[src/rtl/ucounter_gen.sv]
// ucounter_gen: configurable up/down counter with optional prescaler.
//
// Ports:
//   clk        - single clock, all state updates on rising edge
//   _areset    - synchronous active-high reset (highest priority)
//   en         - count enable; prescaler and counter advance while high
//   _aset      - synchronous set of dcount to all-ones
//   _load      - synchronous load of dcount from preld_val
//   preld_val  - preload value
//   _updown    - direction, 1 = up, 0 = down (sampled on tick cycles)
//   _wrapstop  - limit mode, 1 = wrap, 0 = stop at limit (sampled on ticks)
//   prescale   - tick divisor minus one; 0 = tick every enabled cycle
//   cmp_val    - compare value
//   dcount     - registered count
//   overflow   - one-cycle registered pulse on an up-limit event
//   underflow  - one-cycle registered pulse on a down-limit event
//   done       - registered; high while halted at a limit in stop mode
//   cmp_match  - combinational (dcount == cmp_val)
//
// Configuration macro: UCOUNTER_PRESCALE_EN
//   defined   - prescaler register divides en into ticks
//   undefined - no prescaler; tick = en & ~done every cycle
module ucounter_gen #(
  parameter int unsigned WIDTH      = 8,
  parameter int unsigned PRESCALE_W = 4
) (
  input  logic                  clk,
  input  logic                  _areset,
  input  logic                  en,
  input  logic                  _aset,
  input  logic                  _load,
  input  logic [WIDTH-1:0]      preld_val,
  input  logic                  _updown,
  input  logic                  _wrapstop,
  input  logic [PRESCALE_W-1:0] prescale,
  input  logic [WIDTH-1:0]      cmp_val,
  output logic [WIDTH-1:0]      dcount,
  output logic                  overflow,
  output logic                  underflow,
  output logic                  done,
  output logic                  cmp_match
);

  logic [WIDTH-1:0] dcount_q, dcount_d;
  logic             overflow_q, overflow_d;
  logic             underflow_q, underflow_d;
  logic             done_q, done_d;
  logic             tick;

`ifdef UCOUNTER_PRESCALE_EN
  logic [PRESCALE_W-1:0] psc_q, psc_d;

  // >= rather than == so a divisor lowered mid-period still ticks
  // instead of running the prescaler round its full range.
  assign tick = en && !done_q && (psc_q >= prescale);
`else
  logic unused_prescale;
  assign unused_prescale = ^prescale;
  assign tick = en && !done_q;
`endif

  always_comb begin
    dcount_d    = dcount_q;
    overflow_d  = 1'b0;
    underflow_d = 1'b0;
    done_d      = done_q;
`ifdef UCOUNTER_PRESCALE_EN
    psc_d       = psc_q;
`endif
    if (_aset) begin
      dcount_d = '1;
      done_d   = 1'b0;
`ifdef UCOUNTER_PRESCALE_EN
      psc_d    = '0;
`endif
    end else if (_load) begin
      dcount_d = preld_val;
      done_d   = 1'b0;
`ifdef UCOUNTER_PRESCALE_EN
      psc_d    = '0;
`endif
    end else begin
`ifdef UCOUNTER_PRESCALE_EN
      if (en && !done_q) begin
        psc_d = tick ? '0 : psc_q + PRESCALE_W'(1);
      end
`endif
      if (tick) begin
        if (_updown) begin
          if (dcount_q == '1) begin
            overflow_d = 1'b1;
            if (_wrapstop) dcount_d = '0;
            else           done_d   = 1'b1;
          end else begin
            dcount_d = dcount_q + WIDTH'(1);
          end
        end else begin
          if (dcount_q == '0) begin
            underflow_d = 1'b1;
            if (_wrapstop) dcount_d = '1;
            else           done_d   = 1'b1;
          end else begin
            dcount_d = dcount_q - WIDTH'(1);
          end
        end
      end
    end
  end

  always_ff @(posedge clk) begin
    if (_areset) begin
      dcount_q    <= '0;
      overflow_q  <= 1'b0;
      underflow_q <= 1'b0;
      done_q      <= 1'b0;
`ifdef UCOUNTER_PRESCALE_EN
      psc_q       <= '0;
`endif
    end else begin
      dcount_q    <= dcount_d;
      overflow_q  <= overflow_d;
      underflow_q <= underflow_d;
      done_q      <= done_d;
`ifdef UCOUNTER_PRESCALE_EN
      psc_q       <= psc_d;
`endif
    end
  end

  assign dcount    = dcount_q;
  assign overflow  = overflow_q;
  assign underflow = underflow_q;
  assign done      = done_q;
  assign cmp_match = (dcount_q == cmp_val);

endmodule
[config.mk]
export PLATFORM = sky130hd
export DESIGN_NAME = ucounter_gen
export DESIGN_NICKNAME = d
export VERILOG_FILES = /design/src/rtl/ucounter_gen.sv
export SDC_FILE = /design/constraint.sdc
export NUM_CORES = 1
export LEC_CHECK = 0
export ABC_AREA = 0
export ABC_CLOCK_PERIOD_IN_PS = 3950
export CORE_AREA = 5 5 57 59
export CTS_CLUSTER_SIZE = 12
export DETAILED_ROUTE_END_ITERATION = 10
export DIE_AREA = 0 0 62 64
export GPL_TIMING_DRIVEN = 0
export PLACE_DENSITY = 0.72
export SLEW_MARGIN = 10
export SYNTH_ARGS = -nofsm -noshare
export SYNTH_HDL_FRONTEND = slang
export SYNTH_SLANG_ARGS = --single-unit
[constraint.sdc]
create_clock -name clk -period 3.95 [get_ports clk]
set_input_delay 0.79 -clock clk [delete_from_list [all_inputs] [get_ports clk]]
set_output_delay 0.79 -clock clk [all_outputs]
set_load 0.02 [all_outputs]
==> Yosys cells after proc, flatten, opt, wreduce, memory -nomap -nowiden <==
Cells that the tools add are included.
{ "op_classes": {"add_sub_neg": 2, "eq_ne": 5, "mux": 14, "n_bitwise": 2, "n_reduce_logical": 10} }
{ "ops": {"columns": ["op", "n"], "rows": [
  ["2-to-1 mux 8 bit", 8],
  ["inequality test 5 bit (second input constant)", 2],
  ["OR reduction 5 bit", 2],
  ["adder 8 x 1 -> 8 bit (second input constant)", 1],
  ["== test 8 bit", 1],
  ["== test 8 bit (second input constant)", 1],
  ["logical NOT 8 bit", 1],
  ["subtractor 8 x 1 -> 8 bit (second input constant)", 1],
  ["2-to-1 mux 1 bit", 6],
  ["AND reduction 3 bit", 2],
  ["nonzero test 3 bit", 1],
  ["OR reduction 3 bit", 1],
  ["inequality test 2 x 1 -> 1 bit (second input constant)", 1],
  ["NOT 1 bit", 2],
  ["nonzero test 2 bit", 1],
  ["logical AND 1 bit", 1],
  ["logical NOT 1 bit", 1]
]} }
{ "word_totals": {"regBits": 11, "in_bits": 27, "out_inout_bits": 12, "word_cells": 37} }

==> Logic depth before layout (Yosys ltp) <==
{ "logic_depth": {"ltp_word": 6, "depth_mapped": 9, "ltp_nobuf": 7} }

==> Worst setup path before layout <==
No wires, ideal clock.
{ "synth_timing": {"kind": "input -> output", "from": "input port cmp_val[0]", "to": "output port cmp_match", "arrival_ps": 1311, "t_required_ps": 3160, "setup_slack_ps": 1849, "path_stages": 3, "n_path_buf": 0, "path_cell_list": "xnor2_1 > nand4_1 > nor2_1"} }
{ "synth_via": {"elab_chain_cells": 1} }
{ "synth_rtl": {"columns": ["element", "line_no", "rtl"], "rows": [
  ["start: declaration", "36", "input logic [WIDTH-1:0] cmp_val,"],
  ["== test 8 bit", "134", "assign cmp_match = (dcount_q == cmp_val);"],
  ["end: declaration", "41", "output logic cmp_match"]
]} }
Every way passes these cells.

==> Worst setup path after layout <==
{ "layout_timing": {"from": "input port cmp_val[5]", "to": "output port cmp_match"} }
Same word-level chain as after synthesis.

==> report_table.html <==
<table>
<tr><th>Metric</th><th>Value</th></tr>
<tr><th colspan="2">Clock network</th></tr>
<tr><td>Number of buffers created by CTS</td><td>3</td></tr>
<tr><td>Clock sink count</td><td>11</td></tr>
<tr><td>Root Driver</td><td>clkbuf_4</td></tr>
<tr><td>Clock tree from TritonCTS</td><td>done</td></tr>
<tr><td>Number of resized instances in the post-cts repair step</td><td>0</td></tr>
<tr><td>Number of H-tree levels</td><td>1</td></tr>
<tr><td>Reg clk slew, reported paths</td><td>0.07 ns</td></tr>
<tr><td>Count of hold buffers inserted by post-cts repair</td><td>0</td></tr>
<tr><td>Setup fix buffers added after clock tree synthesis</td><td>0</td></tr>
<tr><td>Clk Latency, worst-skew pair</td><td>roughly 0.28 ns</td></tr>
<tr><td>Bufs on Longest Clock Path</td><td>2</td></tr>
<tr><th colspan="2">Setup path</th></tr>
<tr><td>Worst path required time</td><td>3.16 ns</td></tr>
<tr><td>Worst setup SP type</td><td>input port</td></tr>
<tr><td>Max Fanout on Critical Path</td><td>1</td></tr>
<tr><td>Crit path capture type</td><td>output port</td></tr>
<tr><td>Arrival time at the worst endpoint</td><td>2.21 ns</td></tr>
<tr><td>Critical path type</td><td>input port to output port</td></tr>
<tr><th colspan="2">GRT</th></tr>
<tr><td>Via count of the first global-routing pass</td><td>around 1200</td></tr>
<tr><td>Residual overflow from global routing</td><td>0</td></tr>
<tr><td>All-layer global routing usage</td><td>17.2%</td></tr>
<tr><td>Initial antenna violation count</td><td>0</td></tr>
<tr><td>Wire length of the first global-routing pass</td><td>approximately 5300 um</td></tr>
<tr><td>Maximum number of pins on one net before global-route repair</td><td>11</td></tr>
<tr><th colspan="2">Outcome</th></tr>
<tr><td>Run status</td><td>finished clean</td></tr>
<tr><th colspan="2">Synth</th></tr>
<tr><td>Register bit count reported by yosys</td><td>11</td></tr>
<tr><td>Number of enable-type register cells in the synthesized netlist</td><td>0</td></tr>
<tr><td>Post-synthesis instance area</td><td>slightly above 1000 um^2</td></tr>
<tr><td>Most frequently used flop master after synthesis</td><td>dfxtp_1</td></tr>
<tr><td>Synth Instances</td><td>139</td></tr>
<tr><td>Post-synth top area cell</td><td>dfxtp_1</td></tr>
<tr><td>Mean Syn Cell Area</td><td>roughly 7.5 um^2</td></tr>
<tr><td>Unique cell type count in the Yosys netlist</td><td>40</td></tr>
<tr><td>Net Count, Synth</td><td>approximately 170</td></tr>
<tr><td>Ys async rst share</td><td>0%</td></tr>
<tr><td>Sequential fraction of the synthesis area</td><td>21.2%</td></tr>
<tr><td>Dominant cells by area after synthesis</td><td>dfxtp_1 21%, xnor2_1 7.6%, a21oi_1 6.3%</td></tr>
<tr><td>Ys Warns</td><td>0</td></tr>
<tr><td>Area share of the leading cell type in the synthesized netlist</td><td>21.2%</td></tr>
<tr><th colspan="2">STA</th></tr>
<tr><td>Ratio of final minimum period to clock period</td><td>approximately 76%</td></tr>
<tr><td>Setup tns final</td><td>0 ns</td></tr>
<tr><td>Worst Max-Slew Pin Slew</td><td>between 0.4 and 0.5 ns</td></tr>
<tr><td>Final Setup Violations</td><td>0</td></tr>
<tr><td>Max-slew violation total from the final report</td><td>0</td></tr>
<tr><td>Worst slew slack as a fraction of its limit</td><td>67.6%</td></tr>
<tr><td>Hold Fails Final Rpt</td><td>0</td></tr>
<tr><td>Setup repair after global routing missed its margin</td><td>no</td></tr>
<tr><td>Final setup skew</td><td>~0.00056 ns</td></tr>
<tr><td>Final min period</td><td>about 3 ns</td></tr>
<tr><td>Maximum operating frequency</td><td>roughly 330 MHz</td></tr>
<tr><td>Setup slack after layout</td><td>between 0.9 and 1 ns</td></tr>
<tr><th colspan="2">Drt</th></tr>
<tr><td>Detailed-route vias per instance</td><td>around 5.8</td></tr>
<tr><td>Routed wl met2</td><td>1620 um</td></tr>
<tr><td>Final routed wirelength across all metal layers</td><td>3150 um</td></tr>
<tr><td>Average wire length per cell after detail routing</td><td>approximately 15 um</td></tr>
<tr><td>Iteration count of the initial detailed-routing pass</td><td>4</td></tr>
<tr><td>Wl on met1</td><td>approximately 1300 um</td></tr>
<tr><td>Highest metal layer used by the detailed router</td><td>met4</td></tr>
<tr><td>First DRT Iteration DRCs</td><td>25</td></tr>
<tr><td>DRC violations left</td><td>0</td></tr>
<tr><td>Met3 WL post-DR</td><td>roughly 150 um</td></tr>
<tr><td>Vias after detailed routing</td><td>between 1000 and 1500</td></tr>
<tr><td>Remaining number of nets flagged by the antenna check after routing</td><td>0</td></tr>
<tr><th colspan="2">Die</th></tr>
<tr><td>Die Y-Extent</td><td>between 60 and 70 um</td></tr>
<tr><td>Area of the placeable core</td><td>between 2000 and 3000 um^2</td></tr>
<tr><td>I/O pin count</td><td>39</td></tr>
<tr><td>FP Rows</td><td>19</td></tr>
<tr><td>Initial Util</td><td>39.1%</td></tr>
<tr><td>Die width</td><td>around 62 um</td></tr>
<tr><td>Total die area</td><td>3970 um^2</td></tr>
<tr><th colspan="2">Flow run</th></tr>
<tr><td>Reported max-cap violation count</td><td>0</td></tr>
<tr><th colspan="2">Place</th></tr>
<tr><td>Placed wire-length estimate</td><td>roughly 2500 um</td></tr>
<tr><td>Input/output buffers</td><td>33</td></tr>
<tr><td>Placement-stage worst setup slack</td><td>roughly 0.93 ns</td></tr>
<tr><td>Placer's final routability congestion estimate</td><td>a little over 0.8</td></tr>
<tr><td>Instance area after placement</td><td>1410 um^2</td></tr>
<tr><th colspan="2">Power</th></tr>
<tr><td>VDD IR max</td><td>about 0.17 mV</td></tr>
<tr><td>Leakage power total</td><td>roughly 0.52 nW</td></tr>
<tr><td>Cell Pwr Density</td><td>256 nW/um^2</td></tr>
<tr><th colspan="2">Final layout</th></tr>
<tr><td>N_diodes</td><td>0</td></tr>
<tr><td>Most common cell after layout, fill and taps aside</td><td>clkdlybuf4s50_1</td></tr>
<tr><td>Area of the multi-input gates</td><td>between 700 and 800 um^2</td></tr>
<tr><td>Register Area</td><td>between 200 and 250 um^2</td></tr>
<tr><td>Leading cell types in the layout, fill and taps excluded</td><td>33 x clkdlybuf4s50_1, 15 x nor2_1, 13 x a21oi_1, 11 x dfxtp_1, 9 x xnor2_1</td></tr>
<tr><td>Design Area, Final</td><td>~1400 um^2</td></tr>
<tr><td>Final #Nets</td><td>207</td></tr>
<tr><td>Synth-to-layout area growth</td><td>38.0%</td></tr>
<tr><td>Final-layout fill cell count</td><td>~270</td></tr>
<tr><td>Share of cells above drive strength 1</td><td>8.52%</td></tr>
<tr><th colspan="2">Hold path</th></tr>
<tr><td>Hold Path Class</td><td>flip-flop to flip-flop</td></tr>
</table>
-- worst paths after layout --
| path | startpoint | to | slack [ns] | depth (start not counted) |
|---|---|---|---|---|
| worst max-delay path | cmp_val[5] | cmp_match | 0.95 | 5 |
| worst min-delay path | done | done | 0.54 | 2 |
| worst max register to register | dcount[0] | dcount[4] | 1.63 | 8 |
| worst min register to register | done | done | 0.54 | 2 |
-- critical path: stages --
cell and delay, ns:
clkdlybuf4s50_1 0.48, xnor2_1 0.13, nand4_1 0.11, nor2_1 0.10, clkdlybuf4s50_1 0.61
-- cell type report --
class | count | share of cell area [%]
plain buffers | 13 | 4.88
well taps | 31 | 2.70
inverters | 6 | 1.57
flip-flops and latches | 11 | 15.3
clock buffers | 4 | 1.83
repair buffers | 33 | 23.0
multi-input cells | 109 | 50.7
-- state kept, by name, summed over array words and instances, names as in the netlist --
name	cells
dcount	8
underflow	1
done	1
overflow	1
-- logic make-up (layout without fill, tap and decap cells) --
| group | count (synthesis) | in the layout | share of synthesized area, % |
|---|---|---|---|
| compound gates | 46 | 46 | 30.2 |
| flops | 11 | 11 | 21.2 |
| buf+inv | 19 | 56 | 8.90 |
| mux | 1 | 1 | 1.08 |
| simple gates | 49 | 49 | 26.6 |
| fa+ha+maj | 3 | 3 | 3.61 |
| xor+xnor | 10 | 10 | 8.42 |
-- through the flow --
step	std cells	power, W	hold slack [ns]	utilization [%]
after floorplan	139	0.000228	0.588	-
after global placement	203	0.000285	0.515	52.9
after detailed placement	203	0.000288	0.531	52.9
after CTS	207	0.000366	0.545	53.9
after global routing	207	0.000390	0.591	53.9
final	207	0.000368	0.540	53.9
-- power breakdown --
group / switching (W) / total (W) / internal (W)
clock network: 0.0000423 / 0.0000815 / 0.0000392
logic: 0.0000817 / 0.000157 / 0.0000756
registers: 0.0000106 / 0.000129 / 0.000119
-- synth_stat cells, drive strengths merged, types with 2 or more instances --
cell and instances:
and4 2, buf 7, inv 6, nand2 8, o21a 2, o32ai 2, a21oi 13, dfxtp 11
nand4 3, o21ai 5, a31oi 3, a41o 2, nor2 15, nand3b 2, nand3 3, o31ai 2
clkbuf 6, nor3 7, a211oi 6, nor2b 3, ha 3, o21bai 3, nor4 2, a32oi 2
xnor2 9, a22oi 2
-- metal layers --
layer,vias up,GRT usage (%)
li1,588,-
met4,0,5.57
met2,32,29.3
met5,-,0
met1,579,21.5
met3,9,2.21
Note: power is estimated with default switching activity, not from simulation.
